===== src/rtl/cdb_arbiter_pkg.sv =====
// Shared widths and helpers for the common-data-bus arbiter.
// Tag/value defaults follow the global ROB configuration.
package cdb_arbiter_pkg;

  localparam int ROB_ID_WIDTH = 5;
  localparam int VAL_WIDTH    = 32;

  localparam int CDB_TAG_W = ROB_ID_WIDTH + 1;

  function automatic int ptr_w(input int n);
    return (n > 1) ? $clog2(n) : 1;
  endfunction

endpackage


===== src/rtl/cdb_src_fifo.sv =====
// Per-producer result FIFO: wrapping pointers plus an explicit count.
// Head is read combinationally so the arbiter sees it the same cycle.
module cdb_src_fifo
  import cdb_arbiter_pkg::*;
#(
  parameter int DEPTH = 4,
  parameter int W     = 38
) (
  input  logic         clk_in,
  input  logic         rst_in,
  input  logic         push,
  input  logic         pop,
  input  logic         clear,
  input  logic [W-1:0] din,
  output logic         full,
  output logic         empty,
  output logic [W-1:0] head
);

  localparam int AW = ptr_w(DEPTH);

  logic [AW-1:0] r_wptr;
  logic [AW-1:0] r_rptr;
  logic [AW:0]   r_cnt;
  logic [W-1:0]  r_mem [DEPTH];

  // Pointer and occupancy bookkeeping; clear wins over push/pop.
  always_ff @(posedge clk_in or negedge rst_in) begin
    if (!rst_in) begin
      r_wptr <= '0;
      r_rptr <= '0;
      r_cnt  <= '0;
    end else if (clear) begin
      r_wptr <= '0;
      r_rptr <= '0;
      r_cnt  <= '0;
    end else begin
      if (push) r_wptr <= r_wptr + 1'b1;
      if (pop)  r_rptr <= r_rptr + 1'b1;
      if (push && !pop)
        r_cnt <= r_cnt + 1'b1;
      else if (pop && !push)
        r_cnt <= r_cnt - 1'b1;
    end
  end

  // Storage array; contents need no reset since count gates visibility.
  always_ff @(posedge clk_in) begin
    if (push && !clear) r_mem[r_wptr] <= din;
  end

  assign full  = (r_cnt == (AW+1)'(DEPTH));
  assign empty = (r_cnt == '0);
  assign head  = r_mem[r_rptr];

endmodule


===== src/rtl/cdb_arbiter.sv =====
// Common-data-bus arbiter: N_SRC buffered producers onto N_BUS lanes.
// Round-robin grant from rr_ptr, registered lane outputs, ROB flush.
module cdb_arbiter
  import cdb_arbiter_pkg::*;
#(
  parameter int N_SRC = 3,
  parameter int N_BUS = 2,
  parameter int DEPTH = 4,
  parameter int TAG_W = CDB_TAG_W,
  parameter int VAL_W = VAL_WIDTH
) (
  input  logic                   clk_in,
  input  logic                   rst_in,
  input  logic                   rdy_in,
  input  logic                   flush,
  input  logic [N_SRC-1:0]       src_valid,
  input  logic [N_SRC*TAG_W-1:0] src_tag,
  input  logic [N_SRC*VAL_W-1:0] src_val,
  output logic [N_SRC-1:0]       src_ready,
  output logic [N_BUS-1:0]       bus_valid,
  output logic [N_BUS*TAG_W-1:0] bus_tag,
  output logic [N_BUS*VAL_W-1:0] bus_val
);

  localparam int DW = TAG_W + VAL_W;
  localparam int PW = ptr_w(N_SRC);

  logic [N_SRC-1:0]       w_full;
  logic [N_SRC-1:0]       w_empty;
  logic [DW-1:0]          w_head [N_SRC];
  logic [N_SRC-1:0]       w_push;
  logic [N_SRC-1:0]       w_pop;
  logic [N_SRC-1:0]       w_grant;
  logic                   w_clear;
  logic                   w_adv;
  logic [PW-1:0]          w_last;
  logic [PW-1:0]          w_rr_nxt;
  logic [N_BUS-1:0]       w_lane_v;
  logic [N_BUS*TAG_W-1:0] w_lane_tag;
  logic [N_BUS*VAL_W-1:0] w_lane_val;

  logic [PW-1:0]          r_rr;
  logic [N_BUS-1:0]       r_bus_valid;
  logic [N_BUS*TAG_W-1:0] r_bus_tag;
  logic [N_BUS*VAL_W-1:0] r_bus_val;

  assign w_adv     = rdy_in & ~flush;
  assign w_clear   = rdy_in & flush;
  assign src_ready = {N_SRC{rst_in}} & ~w_full;
  assign w_push    = src_valid & src_ready & {N_SRC{w_adv}};
  assign w_pop     = w_grant & {N_SRC{w_adv}};

  for (genvar gi = 0; gi < N_SRC; gi++) begin : g_fifo
    cdb_src_fifo #(
      .DEPTH (DEPTH),
      .W     (DW)
    ) u_fifo (
      .clk_in (clk_in),
      .rst_in (rst_in),
      .push   (w_push[gi]),
      .pop    (w_pop[gi]),
      .clear  (w_clear),
      .din    ({src_tag[gi*TAG_W +: TAG_W],
                src_val[gi*VAL_W +: VAL_W]}),
      .full   (w_full[gi]),
      .empty  (w_empty[gi]),
      .head   (w_head[gi])
    );
  end

  // Round-robin scan over a doubled index range starting at rr_ptr.
  always_comb begin
    int n;
    n          = 0;
    w_grant    = '0;
    w_last     = '0;
    w_lane_v   = '0;
    w_lane_tag = '0;
    w_lane_val = '0;
    for (int j = 0; j < 2*N_SRC; j++) begin
      if (j >= int'(r_rr) && j < int'(r_rr) + N_SRC &&
          n < N_BUS && !w_empty[j % N_SRC]) begin
        w_grant[j % N_SRC] = 1'b1;
        w_last = PW'(j % N_SRC);
        for (int k = 0; k < N_BUS; k++) begin
          if (n == k) begin
            w_lane_v[k] = 1'b1;
            w_lane_tag[k*TAG_W +: TAG_W] =
              w_head[j % N_SRC][DW-1 -: TAG_W];
            w_lane_val[k*VAL_W +: VAL_W] =
              w_head[j % N_SRC][VAL_W-1:0];
          end
        end
        n = n + 1;
      end
    end
  end

  assign w_rr_nxt = (int'(w_last) == N_SRC - 1) ?
                    '0 : w_last + 1'b1;

  // Lane registers and fairness pointer; rdy_in low freezes both.
  always_ff @(posedge clk_in or negedge rst_in) begin
    if (!rst_in) begin
      r_rr        <= '0;
      r_bus_valid <= '0;
      r_bus_tag   <= '0;
      r_bus_val   <= '0;
    end else if (rdy_in) begin
      if (flush) begin
        r_rr        <= '0;
        r_bus_valid <= '0;
        r_bus_tag   <= '0;
        r_bus_val   <= '0;
      end else begin
        if (|w_grant) r_rr <= w_rr_nxt;
        r_bus_valid <= w_lane_v;
        r_bus_tag   <= w_lane_tag;
        r_bus_val   <= w_lane_val;
      end
    end
  end

  assign bus_valid = r_bus_valid;
  assign bus_tag   = r_bus_tag;
  assign bus_val   = r_bus_val;

endmodule


===== config.mk =====
export PLATFORM = sky130hd
export DESIGN_NAME = cdb_arbiter
export DESIGN_NICKNAME = d
export VERILOG_FILES = /design/src/rtl/cdb_arbiter_pkg.sv /design/src/rtl/cdb_src_fifo.sv /design/src/rtl/cdb_arbiter.sv
export SDC_FILE = /design/constraint.sdc
export NUM_CORES = 1
export LEC_CHECK = 0
export BUFFER_PORTS_ARGS = -buffer_cell sky130_fd_sc_hd__buf_4
export CAP_MARGIN = 5
export CORE_ASPECT_RATIO = 1.4
export CORE_MARGIN = 1
export CORE_UTILIZATION = 65
export CTS_CLUSTER_DIAMETER = 150
export DETAILED_ROUTE_END_ITERATION = 8
export GPL_ROUTABILITY_DRIVEN = 0
export HOLD_SLACK_MARGIN = 0.05
export PLACE_DENSITY = 0.86
export SYNTH_ARGS = -nofsm -noshare
export SYNTH_HDL_FRONTEND = slang
export SYNTH_HIERARCHICAL = 1
export SYNTH_SLANG_ARGS = --single-unit

===== constraint.sdc =====
create_clock -name clk_in -period 12.6 [get_ports clk_in]
set_clock_uncertainty 0.2 [all_clocks]
set_input_delay 0.63 -clock clk_in [delete_from_list [all_inputs] [get_ports clk_in]]
set_output_delay 0.63 -clock clk_in [all_outputs]
set_load 0.03 [all_outputs]

### Yosys cells after proc, flatten, opt, wreduce, memory -nomap -nowiden

Memory sizes are Yosys's and may differ from the RTL's.
Index checks and enable logic that the tools add are counted.

| storage, ports and cells | value |
|---|---|
| output and inout bits | 81 |
| register bits after elaboration | 101 |
| RAM bits | 456 |
| memories | 3 |
| input port bits | 121 |
| logic and storage cells | 214 |

| cells by class | value |
|---|---|
| bitwise gates (word level) | 8 |
| multiplexer cells | 96 |
| reduce and logical (&&, ||, !) cells | 53 |
| add/sub/neg operators | 18 |
| order comparisons | 14 |
| equal/unequal tests | 9 |

Memories:

| memory | depth | bits a word | rd ports | clocked after Yosys merged registers in | write ports | RTL line | source |
|---|---|---|---|---|---|---|---|
| g_fifo[0].u_fifo.r_mem | 4 | 38 | 1 | 0 | 1 | cdb_src_fifo.sv:25 | `logic [W-1:0] r_mem [DEPTH];` |
| g_fifo[1].u_fifo.r_mem | 4 | 38 | 1 | 0 | 1 | cdb_src_fifo.sv:25 |  |
| g_fifo[2].u_fifo.r_mem | 4 | 38 | 1 | 0 | 1 | cdb_src_fifo.sv:25 |  |

Operator list:

| kind | number |
|---|---|
| 32-bit 2-to-1 mux | 15 |
| 64-bit 2-to-1 mux | 6 |
| 32-bit by 2-bit == test with 1-bit output (second input constant) | 5 |
| 32-bit zero test | 5 |
| 32-bit by 3-bit < comparator with 1-bit output (second input constant) | 5 |
| 32-bit by 2-bit adder with 32-bit output (second input constant) | 4 |
| 12-bit 2-to-1 mux | 6 |
| 6-bit 2-to-1 mux | 11 |
| 3-bit by 32-bit < comparator with 1-bit output (first input constant) | 2 |
| 2-bit 2-to-1 mux | 25 |
| 1-bit by 32-bit < comparator with 1-bit output (first input constant) | 1 |
| 2-bit by 32-bit < comparator with 1-bit output (first input constant) | 1 |
| 4-bit by 32-bit < comparator with 1-bit output (first input constant) | 1 |
| 3-bit 2-to-1 mux | 9 |
| 1-bit 2-to-1 mux | 24 |
| 1-bit logical AND | 23 |
| 2-bit by 1-bit adder with 2-bit output (second input constant) | 7 |
| 2-bit nonzero test | 7 |
| 3-bit AND | 4 |
| 1-bit zero test | 10 |
| 3-bit by 1-bit adder with 3-bit output (second input constant) | 3 |
| 3-bit == test (second input constant) | 3 |
| 3-bit zero test | 3 |
| 3-bit nonzero test | 3 |
| 11 further kinds | 15 |

### Longest topological paths before layout

| logic depth | value |
|---|---|
| depth in word-level cells | 30 |
| depth in mapped cells | 21 |
| depth with buffers taken out | 21 |

### Cells and area by module

Netlist, hierarchy kept.

By module, submodules not included:

| module | area each (um^2) | cells an instance | sequential area each (um^2) | instances |
|---|---|---|---|---|
| cdb_src_fifo | 5973.2 | 244 | 4739.5 | 3 |
| cdb_arbiter | 6721.4 | 881 | 2001.9 | 1 |

### Worst setup path after synthesis

OpenSTA, ideal clock, no wires.

| timing | value |
|---|---|
| kind | register to register |
| start point | register r_rr[1] |
| end point | register g_fifo[2].u_fifo.r_cnt[1] |
| period minus slack after synthesis | 5.198 ns |
| stages on the path, launching flop included | 18 |
| buffers on the path | 1 |
| path slack | 7.402 ns |
| arrival | 4.904 ns |
| setup time | 0.094 ns |
| required time | 12.306 ns |
| path through | dfrtp_1 > inv_1 > ha_1 > nor2b_1 > clkbuf_1 > ha_1 > nor3_1 > inv_1 > fa_1 > ha_1 > o21ai_0 > ha_1 > o311a_1 > and2_1 > o21a_1 > nor2b_1 > fa_1 > a211oi_1 |

| on the way | value |
|---|---|
| word-level cells in the longest chain between the ends | 30 |
| elaborated cells between the ends (all ways) | 47 |
| those cells by class | 5 x add/sub; 14 x order compare; 9 x mux; 1 x bitwise; 18 x reduce/logical |

RTL lines:

| element | RTL line | source |
|---|---|---|
| start, declared | cdb_arbiter.sv:42 | `logic [PW-1:0] r_rr;` |
| start signal, assigned | cdb_arbiter.sv:116 | `if (\|w_grant) r_rr <= w_rr_nxt;` |
| 2-bit by 2-bit adder with 3-bit output | cdb_arbiter.sv:81 | `if (j >= int'(r_rr) && j < int'(r_rr) + N_SRC &&` |
| 1-bit by 32-bit < comparator with 1-bit output | cdb_arbiter.sv:81 |  |
| 1-bit logical AND | cdb_arbiter.sv:81 |  |
| 1-bit logical AND | cdb_arbiter.sv:82 | `n < N_BUS && !w_empty[j % N_SRC]) begin` |
| 1-bit 2-to-1 mux | cdb_arbiter.sv:81 |  |
| 32-bit by 3-bit < comparator with 1-bit output | cdb_arbiter.sv:82 |  |
| 1-bit logical AND | cdb_arbiter.sv:81 |  |
| 1-bit logical AND | cdb_arbiter.sv:82 |  |
| [15 not listed] | n/a |  |
| 1-bit logical AND | cdb_arbiter.sv:82 |  |
| 1-bit 2-to-1 mux * | cdb_arbiter.sv:81 |  |
| 3-bit AND * | cdb_arbiter.sv:51 | `assign w_pop = w_grant & {N_SRC{w_adv}};` |
| named net w_pop[2] | cdb_arbiter.sv:32 | `logic [N_SRC-1:0] w_pop;` |
| 1-bit zero test | cdb_src_fifo.sv:40 | `if (push && !pop)` |
| 1-bit logical AND | cdb_src_fifo.sv:40 |  |
| 3-bit 2-to-1 mux | cdb_src_fifo.sv:40 |  |
| 3-bit 2-to-1 mux | cdb_src_fifo.sv:33 | `end else if (clear) begin` |
| end signal, assigned | cdb_src_fifo.sv:41 | `r_cnt <= r_cnt + 1'b1;` |
| end signal, assigned | cdb_src_fifo.sv:43 | `r_cnt <= r_cnt - 1'b1;` |
| end, declared | cdb_src_fifo.sv:24 | `logic [AW:0] r_cnt;` |

The timed path passes the listed nets; every way through them passes the cells marked *.
A chain may end at the register's enable or synchronous reset.

### Final worst setup path

| timing | value |
|---|---|
| start point | register g_fifo[0].u_fifo.r_cnt[1] |
| end point | register r_bus_val[40] (netlist: bus_val[40]) |

| on the way | value |
|---|---|
| word-level cells in the longest chain between the ends | 25 |
| elaborated cells between the ends (all ways) | 43 |
| those cells by class | 4 x add/sub; 5 x order compare; 5 x eq/ne; 16 x mux; 13 x reduce/logical |

RTL lines:

| element | RTL line | source |
|---|---|---|
| start, declared | cdb_src_fifo.sv:24 |  |
| start signal, assigned | cdb_src_fifo.sv:41 |  |
| start signal, assigned | cdb_src_fifo.sv:43 |  |
| 3-bit zero test * | cdb_src_fifo.sv:53 | `assign empty = (r_cnt == '0);` |
| named net w_empty[0] | cdb_arbiter.sv:29 | `logic [N_SRC-1:0] w_empty;` |
| 1-bit zero test * | cdb_arbiter.sv:82 |  |
| 1-bit logical AND | cdb_arbiter.sv:82 |  |
| 1-bit 2-to-1 mux | cdb_arbiter.sv:81 |  |
| 32-bit by 3-bit < comparator with 1-bit output | cdb_arbiter.sv:82 |  |
| 1-bit logical AND | cdb_arbiter.sv:81 |  |
| 1-bit logical AND | cdb_arbiter.sv:82 |  |
| [10 not listed] | n/a |  |
| 1-bit logical AND | cdb_arbiter.sv:81 |  |
| 1-bit logical AND | cdb_arbiter.sv:82 |  |
| 32-bit 2-to-1 mux | cdb_arbiter.sv:81 |  |
| 32-bit by 3-bit < comparator with 1-bit output | cdb_arbiter.sv:82 |  |
| 1-bit logical AND | cdb_arbiter.sv:81 |  |
| 1-bit logical AND | cdb_arbiter.sv:82 |  |
| 64-bit 2-to-1 mux * | cdb_arbiter.sv:81 |  |
| 64-bit 2-to-1 mux * | cdb_arbiter.sv:110 | `if (flush) begin` |
| end signal, assigned | cdb_arbiter.sv:119 | `r_bus_val <= w_lane_val;` |
| end, declared | cdb_arbiter.sv:45 | `logic [N_BUS*VAL_W-1:0] r_bus_val;` |

Marked as above.

==> impl_metrics.yaml <==
outcome:
  status: "finished with violations"
  violations: "design-rule violations"
detailed_routing:
  wl_um: 68100
  drc: 12
  viasPerCell: 7.03
  avgRoutedWirePerCell_um: 29.2
  dr.pass1.iters: 9
  dr_total_vias: 16400
  drt_iter0_drc: 2304
  antenna_left: 0
setup_path:
  cp-end-kind: "flip-flop"
  start_kind: "flip-flop"
  critPathKind: "flip-flop to flip-flop"
  path_max_fanout: 21
  crit_required_ns: 12.84
  arrival_ns: 6.57
  crit_slowest_cell: "nor3_1"
  slowest_delay_ns: 0.82
  path_cells: "nor3_1 -> nor2b_2 -> ha_1 -> nor3_1 -> inv_1 -> fa_1 -> ha_1 -> o21ai_0 -> ha_1 -> o311a_1 -> nand3b_1 -> buf_4 -> nor2_1 -> o32ai_1"
  crit_top_cell: "ha_1"
clocking:
  post_cts_resized: 0
  clk_pin_slew_worst_paths_ns: 0.07
  cts_root_buf: "clkbuf_16"
  cts_tree: "yes"
  htreeDepth: 2
  cts_buffers: 49
  clock_latency_ns: 0.58
  clk_path_buf_depth: 3
  cts.sinks: 557
sta:
  fin_setup_tns_ns: 0
  tightest_slew_ns: 1.12
  finalCritPeriodShare_pct: 50.2
  setup_viol: 0
  hold_viol: 0
  fmax_mhz: 158
  slew_headroom_pct: 25.6
  drv_slew: 0
  final.hold.worst_slack_ns: 0.0553
  rsz0062_at_grt: "false"
  min_period_ns: 6.33
yosys:
  synth_area_mm2: 0.0246
  synthCells: 1613
  synth.area.top_cells: "edfxtp_1 56%, mux4_2 10%, dfrtp_1 10%"
  async_flop_share_pct: 18.1
  yosysTopAreaCell: "edfxtp_1"
  synth-seq-cells: 557
  avgSynthCellArea_um2: 15.3
  seq_area_frac_synth_pct: 65.8
  syn_nets: 1762
  yosys_warnings: 6
  synth-main-ff-cell: "edfxtp_1"
  synth-edff-count: 456
  synth_cell_types: 54
  yosys.area.top_type_share_pct: 55.6
floorplanning:
  initial_utilization_pct: 65.9
  die_w_um: 167
  die-area_mm2: 0.0387
  io_pins: 202
  die_y_um: 232
  core_mm2: 0.0374
  fp-row-count: 84
global_route:
  grtUsageTotal_pct: 35.6
  grt_overflow: 0
  grt_pass1_wl_um: 100000
  grt_max_degree: 67
  grt_pass1_vias: 16300
  antenna_found_initial: 1
place:
  post_dp_cell_area_mm2: 0.0262
  dp.cells: 2186
  dpl.hpwl_um: 41000
  io_buffer_count: 201
power:
  clkPwrFrac_pct: 22.2
  seqPwrFrac_pct: 34.1
  power_frac_comb_pct: 43.7
  switching_share_pct: 38.9
  leakage_nw: 9.78
  powerDensity_mw_per_mm2: 231
  intPower_mw: 3.99
  p_sw_mw: 2.54
  vdd.ir_drop.worst_mv: 0.192
final_layout:
  finish.net_count: 1967
  finalNonFillerCells: 2330
  area_delta_synth_final_pct: 14.8
  drive_above_1_share_pct: 25.8
  design_area_mm2: 0.0283
flow_run:
  maxCapViolCount: 0
min_path:
  holdCritPathClass: "input port to flip-flop"
kinds of logic (layout without fill, tap and decap cells):
family                     count (synthesis)  after routing  synth area share [%]
DFF                                      557            557                  65.8
and+or+nand+nor                          379            379                  6.88
other                                      0              1                     0
adders and majority gates                 28             28                  1.54
xor gates and xnor gates                  16             16                 0.599
buffers and inverters                    182            425                  3.99
AOI/OAI and AO/OA                        334            334                  10.6
muxes                                    117            117                  10.5
through the flow:
step | util (%) | total power, mW | worst slack [ns]
2_1_floorplan | - | 4.25 | 7.40
3_5_place_dp | 70.1 | 4.95 | 6.51
4_1_cts | 75.5 | 6.41 | 6.44
6_report | 75.6 | 6.53 | 6.27
3_3_place_gp | 70.1 | 4.83 | 6.89
5_1_grt | 75.6 | 6.76 | 5.94
worst paths after layout:
check                                           endpoint  slack [ns]                 startpoint  cells after the start
max                                          bus_val[40]        6.27  g_fifo[0].u_fifo/r_cnt[1]                     14
min                        g_fifo[2].u_fifo/r_mem[1][24]        0.06                src_val[88]                      1
max reg2reg                                  bus_val[40]        6.27  g_fifo[0].u_fifo/r_cnt[1]                     14
min reg2reg                                 bus_valid[0]        0.30               bus_valid[0]                      1
max in group asynchronous     g_fifo[1].u_fifo/r_rptr[0]       10.46                     rst_in                      3
min in group asynchronous                    bus_val[52]        0.41                     rst_in                      2
cell usage after synthesis, drive strengths merged (2+ instances only):
master,instances
o41ai,2
buf,61
dfrtp,101
xnor2,10
o21ai,82
nor2,139
nand3b,2
inv,57
or3,2
nand2b,5
a221oi,77
and2,16
a221o,38
xor2,6
fa,4
nor3,50
mux2i,3
o2bb2ai,2
edfxtp,456
nand2,127
clkbuf,63
mux4,114
and3b,4
ha,24
nand3,2
nor3b,7
and3,8
o32ai,38
a211oi,5
a21oi,83
nor2b,12
cells in the final DEF (no fill, tap or decap), drive strengths merged, types with 4 or more instances in the layout:
cell type / synthesis / layout
xor2: 6 / 6
o32ai: 38 / 38
mux4: 114 / 114
clkinv: 1 / 21
fa: 4 / 4
nor3: 50 / 50
nor2b: 12 / 12
clkbuf: 63 / 60
a221o: 38 / 38
nand2b: 5 / 5
inv: 57 / 60
xnor2: 10 / 10
dlygate4sd3: 0 / 54
nand2: 127 / 127
o21ai: 82 / 82
a221oi: 77 / 77
buf: 61 / 224
and2: 16 / 16
ha: 24 / 24
dfrtp: 101 / 101
a21oi: 83 / 83
a211oi: 5 / 5
and3b: 4 / 4
and3: 8 / 8
edfxtp: 456 / 456
nor2: 139 / 139
nor3b: 7 / 7
power by group through the flow:
stage	clock network, mW	logic (mW)	registers (mW)
after floorplan	0	1.96	2.30
after global placement	0	2.58	2.25
after detailed placement	0	2.70	2.25
after CTS	1.45	2.74	2.22
after global routing	1.53	3.00	2.23
final	1.45	2.85	2.22
registers in the layout, indices dropped and copies added, names as in the netlist:
| signal | flops |
|---|---|
| bus_val | 64 |
| bus_valid | 2 |
| g_fifo.u_fifo/r_cnt | 9 |
| r_rr | 2 |
| g_fifo.u_fifo/r_rptr | 6 |
| bus_tag | 12 |
| g_fifo.u_fifo/r_wptr | 6 |
| g_fifo.u_fifo/r_mem | 456 |
critical path, delay by kind of cell, from the launching register on:
kind,cells,cell delay (ns)
DFF,1,0.40
buffers and inverters,2,0.68
adders and majority gates,4,1.66
AOI/OAI and AO/OA,3,1.10
and+or+nand+nor,5,2.14
per-layer routing:
metal  vias to the layer above  part of all wire (%)  track usage [%]
met3                       331                    12             8.10
met4                         0                   7.4             21.6
met1                      8045                    32             43.8
li1                       6696                     -                -
met2                      1317                    48             58.0
met5                         -                     0                0
area by class of cell:
| cell class | instances | area (um2) |
|---|---|---|
| Clock inverter | 29 | 234 |
| Tap cell | 473 | 592 |
| Multi-Input combinational cell | 874 | 7510 |
| Sequential cell | 557 | 16200 |
| Clock buffer | 60 | 1290 |
| Antenna cell | 1 | 2.50 |
| Inverter | 58 | 218 |
| Timing Repair Buffer | 278 | 2220 |
| Fill cell | 2052 | 9130 |
timing repair:
item / in CTS / in global routing
hold endpoints to repair: 205 / 16
setup endpoints to repair: 0 / 0
hold buffers: 49 / 5
setup buffers: 0 / 0
Note: power is estimated with default switching activity, not from simulation.
